### src/rtl/alu_arb_pkg.sv
// Shared types and sizing for the two-requester tinyalu arbiter.
package alu_arb_pkg;

  localparam int N_REQ  = 2;
  localparam int OPND_W = 8;
  localparam int RES_W  = 16;
  localparam int OP_W   = 3;

  typedef enum logic [OP_W-1:0] {
    OP_NOP = 3'd0,
    OP_ADD = 3'd1,
    OP_AND = 3'd2,
    OP_XOR = 3'd3,
    OP_MUL = 3'd4
  } alu_op_e;

  typedef enum logic [1:0] {
    ST_IDLE = 2'd0,
    ST_BUSY = 2'd1,
    ST_RESP = 2'd2
  } state_e;

  // Opcodes that are actually executed by tinyalu; everything else completes locally.
  function automatic logic is_alu_op(input logic [OP_W-1:0] op);
    return (op >= OP_ADD) && (op <= OP_MUL);
  endfunction

endpackage

### src/rtl/rr_arbiter.sv
// Two-way round-robin grant. The pointer remembers who was served last and
// moves only when a grant is actually taken (grant implies handshake here).
module rr_arbiter
  import alu_arb_pkg::*;
(
  input  logic             clk_i,
  input  logic             rst_ni,
  input  logic [N_REQ-1:0] i_req,
  input  logic             i_en,
  output logic [N_REQ-1:0] o_grant,
  output logic             o_idx
);

  logic r_last;
  logic w_pick;

  // Contention goes to whoever was not served last; otherwise the lone requester.
  always_comb begin
    w_pick = (&i_req) ? ~r_last : i_req[1];
  end

  genvar gi;
  generate
    for (gi = 0; gi < N_REQ; gi++) begin : g_grant
      assign o_grant[gi] = i_en && i_req[gi] && (w_pick == 1'(gi));
    end
  endgenerate

  assign o_idx = w_pick;

  // Pointer register; reset value makes requester 0 the favourite.
  always_ff @(posedge clk_i or negedge rst_ni) begin
    if (!rst_ni) begin
      r_last <= 1'b1;
    end else if (|o_grant) begin
      r_last <= w_pick;
    end
  end

endmodule

### src/rtl/alu_arbiter.sv
// Shares one tinyalu between two requesters. One operation in flight at a
// time: accept in IDLE, run on tinyalu in BUSY (with timeout), respond in RESP.
module alu_arbiter
  import alu_arb_pkg::*;
#(
  parameter int TIMEOUT = 64
) (
  input  logic                  clk_i,
  input  logic                  reset_n,
  input  logic [N_REQ-1:0]      req_valid_i,
  output logic [N_REQ-1:0]      req_ready_o,
  input  logic [N_REQ*OPND_W-1:0] req_a_i,
  input  logic [N_REQ*OPND_W-1:0] req_b_i,
  input  logic [N_REQ*OP_W-1:0] req_op_i,
  output logic [N_REQ-1:0]      rsp_valid_o,
  output logic [RES_W-1:0]      rsp_result_o,
  output logic                  rsp_err_o,
  output logic [OPND_W-1:0]     alu_a_o,
  output logic [OPND_W-1:0]     alu_b_o,
  output logic [OP_W-1:0]       alu_op_o,
  output logic                  alu_start_o,
  input  logic                  alu_done_i,
  input  logic [RES_W-1:0]      alu_result_i,
  output logic                  busy_o
);

  localparam int CW = (TIMEOUT > 1) ? $clog2(TIMEOUT) : 1;

  state_e            r_state;
  state_e            w_state_next;
  logic [OPND_W-1:0] r_a;
  logic [OPND_W-1:0] r_b;
  logic [OP_W-1:0]   r_op;
  logic              r_owner;
  logic [RES_W-1:0]  r_result;
  logic              r_err;
  logic [CW-1:0]     r_tmo_cnt;

  logic [OPND_W-1:0] w_req_a  [N_REQ];
  logic [OPND_W-1:0] w_req_b  [N_REQ];
  logic [OP_W-1:0]   w_req_op [N_REQ];
  logic [N_REQ-1:0]  w_grant;
  logic              w_grant_idx;
  logic              w_hs;
  logic              w_tmo_hit;

  genvar gi;
  generate
    for (gi = 0; gi < N_REQ; gi++) begin : g_unpack
      assign w_req_a[gi]  = req_a_i[OPND_W*gi +: OPND_W];
      assign w_req_b[gi]  = req_b_i[OPND_W*gi +: OPND_W];
      assign w_req_op[gi] = req_op_i[OP_W*gi +: OP_W];
    end
  endgenerate

  rr_arbiter u_rr (
    .clk_i   (clk_i),
    .rst_ni  (reset_n),
    .i_req   (req_valid_i),
    .i_en    (r_state == ST_IDLE),
    .o_grant (w_grant),
    .o_idx   (w_grant_idx)
  );

  // Ready equals grant, so any grant bit is a completed handshake.
  assign w_hs      = |w_grant;
  assign w_tmo_hit = (r_tmo_cnt == CW'(TIMEOUT - 1));

  // State register.
  always_ff @(posedge clk_i or negedge reset_n) begin
    if (!reset_n) begin
      r_state <= ST_IDLE;
    end else begin
      r_state <= w_state_next;
    end
  end

  // Next-state and output decode; tinyalu lines are driven only while BUSY.
  always_comb begin
    w_state_next = r_state;
    req_ready_o  = '0;
    rsp_valid_o  = '0;
    rsp_result_o = '0;
    rsp_err_o    = 1'b0;
    alu_a_o      = '0;
    alu_b_o      = '0;
    alu_op_o     = '0;
    alu_start_o  = 1'b0;
    busy_o       = 1'b1;
    unique case (r_state)
      ST_IDLE: begin
        busy_o      = 1'b0;
        req_ready_o = w_grant;
        if (w_hs) begin
          w_state_next = is_alu_op(w_req_op[w_grant_idx]) ? ST_BUSY : ST_RESP;
        end
      end
      ST_BUSY: begin
        alu_a_o     = r_a;
        alu_b_o     = r_b;
        alu_op_o    = r_op;
        alu_start_o = 1'b1;
        if (alu_done_i || w_tmo_hit) begin
          w_state_next = ST_RESP;
        end
      end
      ST_RESP: begin
        rsp_valid_o[r_owner] = 1'b1;
        rsp_result_o         = r_result;
        rsp_err_o            = r_err;
        w_state_next         = ST_IDLE;
      end
      default: w_state_next = ST_IDLE;
    endcase
  end

  // Request capture, result/error capture and BUSY timeout counting.
  always_ff @(posedge clk_i or negedge reset_n) begin
    if (!reset_n) begin
      r_a       <= '0;
      r_b       <= '0;
      r_op      <= '0;
      r_owner   <= 1'b0;
      r_result  <= '0;
      r_err     <= 1'b0;
      r_tmo_cnt <= '0;
    end else begin
      unique case (r_state)
        ST_IDLE: begin
          r_tmo_cnt <= '0;
          if (w_hs) begin
            r_a      <= w_req_a[w_grant_idx];
            r_b      <= w_req_b[w_grant_idx];
            r_op     <= w_req_op[w_grant_idx];
            r_owner  <= w_grant_idx;
            // Locally completed ops: NOP is clean, unknown opcodes flag an error.
            r_result <= '0;
            r_err    <= (w_req_op[w_grant_idx] != OP_NOP) && !is_alu_op(w_req_op[w_grant_idx]);
          end
        end
        ST_BUSY: begin
          r_tmo_cnt <= r_tmo_cnt + CW'(1);
          // A done arriving on the timeout cycle still counts as success.
          if (alu_done_i) begin
            r_result <= alu_result_i;
            r_err    <= 1'b0;
          end else if (w_tmo_hit) begin
            r_result <= '0;
            r_err    <= 1'b1;
          end
        end
        default: r_tmo_cnt <= '0;
      endcase
    end
  end

endmodule

### config.mk
export PLATFORM = sky130hd
export DESIGN_NAME = alu_arbiter
export DESIGN_NICKNAME = d
export VERILOG_FILES = /design/src/rtl/alu_arb_pkg.sv /design/src/rtl/rr_arbiter.sv /design/src/rtl/alu_arbiter.sv
export SDC_FILE = /design/constraint.sdc
export NUM_CORES = 1
export LEC_CHECK = 0
export CORE_MARGIN = 4
export CORE_UTILIZATION = 45
export CTS_BUF_LIST = sky130_fd_sc_hd__clkbuf_16
export CTS_CLUSTER_SIZE = 40
export DETAILED_ROUTE_END_ITERATION = 6
export MAX_ROUTING_LAYER = met4
export PLACE_DENSITY_LB_ADDON = 0.2
export SLEW_MARGIN = 10
export SYNTH_ARGS = -nofsm -noshare
export SYNTH_HDL_FRONTEND = slang
export SYNTH_HIERARCHICAL = 1
export SYNTH_SLANG_ARGS = --single-unit
export TNS_END_PERCENT = 30
### constraint.sdc
create_clock -name clk_i -period 3.6 [get_ports clk_i]
set_input_delay 0.9 -clock clk_i [delete_from_list [all_inputs] [get_ports clk_i]]
set_output_delay 0.9 -clock clk_i [all_outputs]
set_load 0.02 [all_outputs]
### Word-level counts from Yosys, hierarchy flattened

Index checks and enable logic that the tools add are counted.

* $add $sub $neg: 1
* magnitude comparators: 5
* eq/ne operators: 6
* multiplexer cells: 34
* bitwise operators: 3
* reductions and logical operators: 17

Operator list (count)
* 2-to-1 mux 16 bit: 4
* 2-to-1 mux 8 bit: 8
* one-hot mux 16 bit (2 select lines): 1
* 2-to-1 mux 3 bit: 4
* 2-to-1 mux 2 bit: 5
* 2-to-1 mux 1 bit: 8
* logical AND 1 bit: 7
* adder 6 x 1 -> 6 bit (second input constant): 1
* == test 6 bit (second input constant): 1
* 2-to-1 mux 6 bit: 1
* AND reduction 2 bit: 3
* != test 2 bit (second input constant): 2
* one-hot mux 2 bit (2 select lines): 1
* greater-or-equal comparator 3 x 1 -> 1 bit (second input constant): 1
* <= comparator 3 bit (second input constant): 1
* != test 3 bit (second input constant): 1
* AND reduction 3 bit: 1
* nonzero test 3 bit: 1
* == test 2 x 1 -> 1 bit (second input constant): 1
* == test 2 bit (second input constant): 1
* greater-or-equal comparator 2 bit (second input constant): 1
* logical NOT 2 bit: 1
* < comparator 1 x 2 -> 1 bit (second input constant): 1
* NOT 1 bit: 2
* other kinds (8): 8

* register bits after elaboration: 46
* input bits: 59
* output and inout bits: 42
* word-level logic and storage cells: 75

### Logic depth before layout (Yosys ltp)

Gate-level depths: netlist (run 1).

* word-level depth: 12
* depth in mapped cells: 7
* mapped depth without buffers: 6

### By module

Netlist (run 1), hierarchy kept.

Modules (own cells, without submodules)
* alu_arbiter: instances 1, cells an instance 216, area an instance 2214.6 um^2, sequential area each 1126.1 um^2
* rr_arbiter: instances 1, cells an instance 8, area an instance 67.6 um^2, sequential area each 26.3 um^2

### Worst setup path before layout (run 1)

Ideal clock, no wire load.

* path kind: input to output
* start point: input port req_valid_i[1]
* end point: output port req_ready_o[1]
* arrival: 1.414 ns
* data required time: 2.700 ns
* setup slack: 1.286 ns
* cell stages on the path: 3
* path buffers: 0
* cells stage by stage: a21boi_2 -> and2_1 -> and2_1

* longest elaborated chain between the ends: 4
* elaborated cells between the ends (all ways): 5
* those cells by class: mux (2); reduce/logical (3)

RTL lines
* from (decl): line alu_arbiter.sv:10 `input logic [N_REQ-1:0] req_valid_i,`
* AND reduction 2 bit: line rr_arbiter.sv:19 `w_pick = (&i_req) ? ~r_last : i_req[1];`
* 2-to-1 mux 1 bit: line rr_arbiter.sv:19
* logical AND 1 bit (*): line rr_arbiter.sv:25 `assign o_grant[gi] = i_en && i_req[gi] && (w_pick == 1'(gi));`
* named net w_grant[1]: line alu_arbiter.sv:42 `logic [N_REQ-1:0] w_grant;`
* 2-to-1 mux 2 bit (*): line alu_arbiter.sv:90 `unique case (r_state)`
* to (decl): line alu_arbiter.sv:11 `output logic [N_REQ-1:0] req_ready_o,`

The timed path passes the listed nets; every way through them passes the cells marked *.

### Worst setup path after layout (run 1)

* start point: input port req_valid_i[1]
* end point: output port req_ready_o[1]

* longest elaborated chain between the ends: 4
* elaborated cells between the ends (all ways): 5
* those cells by class: mux (2); reduce/logical (3)

RTL lines
* AND reduction 2 bit: line rr_arbiter.sv:19
* 2-to-1 mux 1 bit (*): line rr_arbiter.sv:19
* named net w_grant_idx: line alu_arbiter.sv:43 `logic w_grant_idx;`
* logical AND 1 bit (*): line rr_arbiter.sv:25
* named net w_grant[1]: line alu_arbiter.sv:42
* 2-to-1 mux 2 bit (*): line alu_arbiter.sv:90

Marks and branches as above.

==> run_results.csv, run 1 <==
group,metric,value,unit
setup_path,worstSetupStartpointType,"primary input",
sta,drv_slew,0,
cts,cts.sink_count,46,
cts,htree_levels,2,
die,core-area,4820,sq um
cts,cts_tree,"done",
setup_path,crit_end,"req_ready_o[1]",
die,boundaryPins,101,
drt,routed_wl,5400,um
cts,holdBufCountCts,0,
logic_synthesis,synth_edf_count,0,
placement,post-place-cells,382,
setup_path,r2r_end,"r_result[10]",
setup_path,worstPathCellList,"clkdlybuf4s50_1, a21boi_4, and2_1, and2_1, clkdlybuf4s50_1",
logic_synthesis,yosys.area.top_type,"dfrtp_1",
sta,relSlewSlack,32.1,%
cts,clkSlewWorstSetupHoldPaths,60,ps
sta,fin_tns_setup,0,ps
logic_synthesis,synth_area_leaders,"dfrtp_1 (49%), and2_1 (11%), mux2i_1 (8.3%)",
setup_path,cp_slowest_cell,"clkdlybuf4s50_1",
sta,worst_pin_slew,1020,ps
final_layout,layout.nets,382,
drt,post-route-drc-count,0,
drt,dr.pass1.iters,4,
power,p_leak,1.52,nW
cts,root_buffer,"clkbuf_16",
setup_path,worst_path_largest_cell_delay,600,ps
power,power,2.24,mW
global_route,grt-ovfl-total,0,
cts,cts_made_buffers,5,
cts,cts_setup_buffers,0,
logic_synthesis,yosysWarnings,6,
setup_path,crit_fanout,3,
placement,pre_cts_slack,159,ps
setup_path,startpoint,"req_valid_i[1]",
final_layout,final_cells,390,
final_layout,diodes,0,
drt,vias_per_cell,4.91,
logic_synthesis,async_reset_ff_share,100,%
setup_path,reg2regPathDepth,8,
setup_path,cp-end-kind,"output pin",
logic_synthesis,ys_ff_latch,46,
global_route,first_global_vias,1928,
die,num_rows,25,
sta,fmax,291,MHz
drt,vias,1915,
global_route,grt_pass1_wl,8860,um
final_layout,design_area,3470,sq um
logic_synthesis,synth_top_family_by_area,"simple AND/OR/NAND/NOR gates",
logic_synthesis,synth_xor_area_share,1.92,%
global_route,grt_use_total,18.5,%
flow_run,cap_violations,0,
final_layout,area_growth,51.9,%
sta,holdWs,464,ps
outcome,status,"completed",
die,dieHeight,79.2,um
sta,period_share,95.4,%
power,max-vdd-ir-drop,0.000355,V
sta,min_period,3440,ps
logic_synthesis,synthMuxAreaShare,8.33,%
sta,finalSetupViolCount,0,
placement,place_congestion,0.707,
logic_synthesis,netlist_instances,224,
die,initial_core_util,47.4,%
cts,cts_max_path_buffers,2,
final_layout,utilization,71.9,%
global_route,antenna_found_initial,0,
drt,drt_iter0_drc,78,
placement,port_buffers,100,
setup_path,worstPathRequired,2700,ps
sta,hold_viol,0,
final_layout,mostFrequentLayoutCells,"clkdlybuf4s50_1 (99), dfrtp_1 (45), and2_1 (41), nand2_1 (27), mux2i_1 (19)",
min_path,hold_path.class,"reg -> reg",
logic_synthesis,synth-compound-area-share,14.4,%
cts,cts_resized,0,
drt,wl_per_cell,13.8,um
setup_path,r2r_start,"r_state[0]",
sta,fin_worst_skew,4.98,ps
power,p_per_area,646,nW/um^2
logic_synthesis,synth_simple_gate_area_share,20.0,%
sta,layout_setup_ws,164,ps
die,die-area,6280,sq um
logic_synthesis,syn_area,2280,sq um
setup_path,critPathArrivalTime,2540,ps
logic_synthesis,synth_top_area_share,49.3,%
setup_path,path_class,"in -> out",
placement,dp_hpwl,3860,um
logic_synthesis,synth_area_per_cell,10.2,sq um
logic_synthesis,synth-seq-area-share,50.5,%
setup_path,r2r_slack,1650,ps
logic_synthesis,synth.distinct_cells,32,
global_route,grt_max_degree,47,
cts,clk_latency,280,ps
final_layout,drive_gt1_share,6.19,%
die,fp.dieW,79.2,um
logic_synthesis,synth_ff_type,"dfrtp_1",
drt,ant_nets,0,
logic_synthesis,synth_fp_nets,284,
final_layout,layout_commonest_cell,"clkdlybuf4s50_1",
placement,post_dp_cell_area,3320,sq um
logic_synthesis,synth_fa_ha_area_share,0.548,%
sta,rsz0062_at_grt,"no",
Yosys cell counts (2+ instances only):
| master | n |
|---|---|
| nand2_1 | 27 |
| xor2_1 | 3 |
| a21oi_1 | 4 |
| and2_1 | 41 |
| dfrtp_1 | 45 |
| clkbuf_1 | 7 |
| nor3_1 | 2 |
| nand3_1 | 2 |
| buf_6 | 4 |
| nor2_1 | 9 |
| mux2i_1 | 19 |
| o21ai_1 | 4 |
| nor2b_1 | 2 |
| inv_1 | 2 |
| a22o_1 | 16 |
| buf_2 | 3 |
| xnor2_1 | 2 |
| o21ai_0 | 18 |
routing by layer:
layer	global-route usage (%)	vias up	share of wire, %
met5	-	-	0
met4	4.12	0	0.83
met3	7.26	7	9.0
met2	30.3	67	49
met1	21.5	890	41
li1	-	951	-
critical path: cells and delay by family:
kind / cells / cell delay [ps]
AO/OA/AOI/OAI: 1 / 190
buffers and inverters: 2 / 1120
AND/OR/NAND/NOR: 2 / 330
power breakdown:
part / leakage [nW] / switching, mW / total (mW) / internal [mW]
Combinational: 0.855 / 0.507 / 0.962 / 0.455
Sequential: 0.594 / 0.101 / 0.835 / 0.735
Clock: 0.0672 / 0.187 / 0.440 / 0.253
worst min path at each step:
stage	startpoint	to	slack, ps	depth (start not counted)
2_1_floorplan	r_tmo_cnt[0]	r_tmo_cnt[0]	430	1
3_3_place_gp	r_tmo_cnt[0]	r_tmo_cnt[0]	450	1
3_5_place_dp	r_tmo_cnt[0]	r_tmo_cnt[0]	460	1
4_1_cts	r_tmo_cnt[0]	r_tmo_cnt[0]	470	1
5_1_grt	r_tmo_cnt[0]	r_tmo_cnt[0]	480	1
6_report	r_tmo_cnt[0]	r_tmo_cnt[0]	460	1
registers in the layout, summed over array words and instances, names as in the netlist:
signal and count:
r_result 16, r_a 8, r_b 8, r_tmo_cnt 6, r_op 3, r_state 2
r_err 1, r_owner 1, u_rr/r_last 1
area by class of cell:
class                   instances  area [sq um]
clock inverters                 3          16.3
well taps                      67          83.8
inverters                       3          13.8
multi-input cells             161          1040
fillers                       392          1350
flip-flops and latches         46          1150
repair buffers                105          1030
clock buffers                   5           125
cells by family after synthesis:
family	count (synthesis)
AO/OA/AOI/OAI	49
XOR/XNOR	5
adder cells (fa/ha/maj)	1
buffers and inverters	17
flip-flops	46
multiplexers	19
AND/OR/NAND/NOR	87
Power figures use the tool's default switching activity.
==> run 2, diff against run 1 <==
- clock period: 3.6 -> 4.2 ns (I/O delays scaled with it)
==> run 2 against run 1 <==
Register-to-register slack better by 560 ps. Clock power down 16%. Clock-buffer cell count is the same. Core utilization decreased by 0.52 points. Critical endpoint is now req_ready_o[0]. Largest cell class unchanged. Highest routed layer unchanged.
==> run_results.csv, run 2 (synthesized netlist as in run 1, its figures left out) <==
group,metric,value,unit
outcome,status,"completed",
sta,fmax,266,MHz
global_route,grtUsageMet2,30.6,%
global_route,grt_max_degree,47,
final_layout,layout_commonest_cell,"clkdlybuf4s50_1",
die,dieHeight,79.2,um
cts,cts.sink_count,46,
power,p_leak,1.51,nW
drt,ant_nets,0,
sta,layout_setup_ws,446,ps
sta,period_share,89.4,%
sta,finalSetupViolCount,0,
flow_run,cap_violations,0,
die,boundaryPins,101,
cts,cts_max_path_buffers,2,
cts,clk_latency,280,ps
cts,holdBufCountCts,0,
sta,holdWs,461,ps
drt,vias,1903,
drt,dr.pass1.iters,3,
drt,routed_wl,5450,um
sta,rsz0062_at_grt,"no",
setup_path,worstPathRequired,3150,ps
power,max-vdd-ir-drop,0.000266,V
cts,cts_made_buffers,5,
final_layout,largest_reg_flops,16,
cts,htree_levels,2,
sta,relSlewSlack,32.2,%
drt,post-route-drc-count,0,
cts,cts_tree,"done",
drt,vias_per_cell,4.92,
global_route,first_global_vias,1900,
die,die-area,6280,sq um
setup_path,cp-end-kind,"output pin",
global_route,met3_usage,5.78,%
cts,cts_resized,0,
setup_path,path_class,"in -> out",
setup_path,critPathArrivalTime,2700,ps
die,fp.dieW,79.2,um
cts,cts_setup_buffers,0,
placement,pre_cts_slack,439,ps
sta,fin_tns_setup,0,ps
global_route,top_usage_layer,"met2",
placement,place_congestion,0.694,
cts,clkSlewWorstSetupHoldPaths,60,ps
final_layout,layout.nets,379,
global_route,grt-ovfl-total,0,
power,p_switching,0.680,mW
sta,drv_slew,0,
global_route,grt_pass1_wl,9040,um
global_route,grt_use_total,18.9,%
die,core-area,4820,sq um
power,p_seq_share,37.8,%
sta,worst_pin_slew,1020,ps
drt,drt_iter0_drc,92,
setup_path,worstSetupStartpointType,"primary input",
placement,port_buffers,100,
final_layout,top_regs,"r_result (16), r_a (8), r_b (8)",
power,power,1.90,mW
power,power.share.clock,19.5,%
final_layout,area_growth,50.8,%
placement,dp_hpwl,4040,um
final_layout,utilization,71.4,%
die,initial_core_util,47.4,%
final_layout,mostFrequentLayoutCells,"clkdlybuf4s50_1 (99), dfrtp_1 (45), and2_1 (41), nand2_1 (27), mux2i_1 (19)",
global_route,use_met1,23.1,%
setup_path,crit_fanout,3,
die,num_rows,25,
final_layout,drive_gt1_share,5.31,%
sta,fin_worst_skew,8.63,ps
power,p_per_area,553,nW/um^2
final_layout,regMostFlops,"r_result",
final_layout,diodes,0,
power,p_int,1.22,mW
min_path,hold_path.class,"reg -> reg",
power,switching_share,35.8,%
global_route,antenna_found_initial,0,
sta,min_period,3750,ps
power,comb_power_share,42.7,%
sta,hold_viol,0,
drt,wl_per_cell,14.1,um
cts,root_buffer,"clkbuf_16",
-- run 2: layout make-up --
| type | instances | area [sq um] |
|---|---|---|
| fill | 410 | 1380 |
| multi-input combinational | 161 | 1040 |
| timing repair buffer | 102 | 1010 |
| clock inverter | 3 | 13.8 |
| tap | 67 | 83.8 |
| inverter | 3 | 13.8 |
| clock buffer | 5 | 125 |
| sequential | 46 | 1150 |
-- run 2: path summary, 6_finish.rpt --
path / start / endpoint / slack [ps] / cells after the start
max: req_valid_i[0] / req_ready_o[0] / 450 / 5
min: r_tmo_cnt[0] / r_tmo_cnt[0] / 460 / 1
max reg2reg: r_state[0] / r_result[2] / 2210 / 6
min reg2reg: r_tmo_cnt[0] / r_tmo_cnt[0] / 460 / 1
max in group asynchronous: reset_n / r_a[0] / 2620 / 1
min in group asynchronous: reset_n / r_result[8] / 940 / 1
-- run 2: power by group through the flow --
stage               Sequential, mW  Combinational [mW]  Clock (mW)
finish                       0.719               0.812       0.371
detailed placement           0.727               0.824           0
global route                 0.746               0.903       0.399
floorplan                    0.699               0.539           0
global placement             0.715               0.808           0
CTS                          0.720               0.826       0.379
-- run 2: stage by stage --
stage / instance area, sq um / std cells
after floorplan: 2280 / 224
after global placement: 3300 / 379
after detailed placement: 3300 / 379
after CTS: 3440 / 387
after global routing: 3440 / 387
final: 3440 / 387
-- run 2: metal layers --
layer	share of wire [%]	vias to the layer above
met1	43	892
met2	49	66
met3	7.5	4
met5	0	-
met4	0.70	0
li1	-	941
-- run 2: worst max-delay path, cell delays in order --
cell	delay, ps
clkdlybuf4s50_1	550
nand2_1	90
a21oi_1	250
and2_1	170
clkdlybuf4s50_1	600
==> run 3, diff against run 2 <==
- CELL_PAD_IN_SITES_DETAIL_PLACEMENT: not set -> 0
- CELL_PAD_IN_SITES_GLOBAL_PLACEMENT: not set -> 1
- CORE_UTILIZATION: 45 -> 49
- DONT_BUFFER_PORTS: not set -> 1
==> run 3 against run 2 <==
Clock power is essentially flat. Clock-buffer cell count is the same. Non-clock buffer count shrank 100. Power shrank 11%. Core utilization shrank 17 points. Sequential power grew 0.6%. Flip-flop and latch count is the same. Wire length shrank 16%. Critical endpoint is now rsp_valid_o[0]. Clock skew shrank 3.2 ps. Highest routed layer unchanged. Sequential share of layout area grew 14 points.
==> run_results.csv, run 3 (synthesized netlist as in run 1, its figures left out) <==
group,metric,value,unit
placement,post-place-cells,264,
power,p_leak,1.12,nW
sta,drv_slew,0,
die,core-area,4440,sq um
global_route,antenna_found_initial,0,
setup_path,critPathArrivalTime,1800,ps
setup_path,crit_family,"simple AND/OR/NAND/NOR gates",
die,die-area,5810,sq um
global_route,grt_max_degree,47,
setup_path,worstPathRequired,3150,ps
final_layout,final_cells,272,
drt,post-route-drc-count,0,
placement,dp_hpwl,3330,um
setup_path,crit_fanout,19,
final_layout,drive_gt1_share,7.27,%
cts,clkSlewWorstSetupHoldPaths,60,ps
global_route,grt_use_total,17.1,%
sta,finalSetupViolCount,0,
drt,routed_wl,4570,um
die,fp.dieW,76.2,um
setup_path,critPathBufInv,0,
setup_path,worst_path_largest_cell_delay,670,ps
sta,worst_pin_slew,855,ps
setup_path,worst_path_most_repeated_cell,"nor2b_1",
drt,vias,1575,
outcome,status,"completed",
cts,cts_made_buffers,5,
setup_path,path_class,"reg -> out",
final_layout,area_growth,6.09,%
drt,ant_nets,0,
die,initial_core_util,51.4,%
sta,hold_viol,0,
final_layout,mostFrequentLayoutCells,"dfrtp_1 (45), and2_1 (41), nand2_1 (27), mux2i_1 (19), o21ai_0 (18)",
cts,holdBufCountCts,0,
placement,port_buffers,0,
cts,cts_setup_buffers,0,
die,dieHeight,76.2,um
setup_path,cp-end-kind,"output pin",
die,num_rows,24,
drt,wl_per_cell,16.8,um
die,boundaryPins,101,
flow_run,cap_violations,0,
sta,fin_worst_skew,5.45,ps
global_route,grt_pass1_wl,7780,um
final_layout,largest_reg_flops,16,
drt,vias_per_cell,5.79,
cts,root_buffer,"clkbuf_16",
cts,cts_resized,0,
cts,cts_tree,"done",
sta,fmax,351,MHz
drt,drt_iter0_drc,58,
cts,cts.sink_count,46,
final_layout,diodes,0,
final_layout,top_regs,"r_result (16), r_a (8), r_b (8)",
cts,clk_latency,280,ps
global_route,grt-ovfl-total,0,
cts,cts_max_path_buffers,2,
setup_path,worstSetupStartpointType,"flip-flop",
power,max-vdd-ir-drop,0.000351,V
min_path,hold_path.class,"in -> async",
global_route,first_global_vias,1591,
sta,period_share,67.8,%
final_layout,layout.nets,279,
sta,relSlewSlack,42.9,%
drt,dr.pass1.iters,4,
final_layout,layout_commonest_cell,"dfrtp_1",
setup_path,worstPathCellList,"nor2b_1, nor2b_1",
final_layout,regMostFlops,"r_result",
cts,htree_levels,2,
sta,min_period,2850,ps
power,p_per_area,697,nW/um^2
sta,rsz0062_at_grt,"no",
setup_path,cp_slowest_cell,"nor2b_1",
placement,place_congestion,0.764,
sta,fin_tns_setup,0,ps
sta,holdWs,462,ps
==> run 3: cell count changes in the layout (fill, tap and decap cells not counted) <==
cell	before	now
clkdlybuf4s50_1	99	0
a21boi_2	0	1
a21boi_4	1	0
buf_2	1	0
clkinv_1	0	1
clkinv_2	2	1
clkinvlp_4	0	1
inv_1	3	2
==> run 3: path summary, 6_finish.rpt <==
kind | startpoint | to | slack (ps) | cells past startpoint
max | r_state[0] | rsp_valid_o[0] | 1350 | 2
min | reset_n | r_result[11] | 460 | 0
max reg2reg | u_rr/r_last | r_result[10] | 2270 | 5
min reg2reg | r_tmo_cnt[0] | r_tmo_cnt[0] | 460 | 1
max in group asynchronous | reset_n | u_rr/r_last | 3570 | 0
min in group clk_i | r_tmo_cnt[0] | r_tmo_cnt[0] | 460 | 1
==> run 3: metal layers <==
metal	GRT usage, %	wire (um)	up-vias	part of all wire, %
met4	5.43	64	0	1.4
met1	19.5	1890	746	41
met3	5.79	372	6	8.1
li1	-	-	750	-
met2	28.4	2240	73	49
met5	-	0	-	0
==> run 3: layout make-up <==
cell class                 instances  area (sq um)
fill                             397          2020
sequential                        46          1150
multi-input combinational        161          1030
clock buffer                       5           125
tap                               52          65.1
clock inverter                     3          16.3
timing repair buffer               2          15.0
inverter                           3          13.8
==> run 3: worst reg2reg max path, delay by kind of cell (launching register included) <==
kind	cells	cell delay (ps)
DFF	1	560
and+or+nand+nor	1	180
AOI/OAI and AO/OA	4	1110
==> run 3: stage by stage <==
| step | util, % | worst slack (ps) | area, sq um | total power [mW] |
|---|---|---|---|---|
| 2_1_floorplan | - | 1590 | 2280 | 1.24 |
| 3_3_place_gp | 51.3 | 1530 | 2280 | 1.29 |
| 3_5_place_dp | 51.3 | 1480 | 2280 | 1.34 |
| 4_1_cts | 54.5 | 1310 | 2420 | 1.71 |
| 5_1_grt | 54.5 | 1100 | 2420 | 1.82 |
| 6_report | 54.5 | 1350 | 2420 | 1.69 |
==> run 3: power by group <==
group          total (mW)  internal, mW  switching [mW]  leakage, nW
Clock               0.370         0.217           0.153       0.0672
Sequential          0.723         0.630          0.0924        0.594
Combinational       0.595         0.202           0.392        0.463
Total                1.69          1.05           0.638         1.12
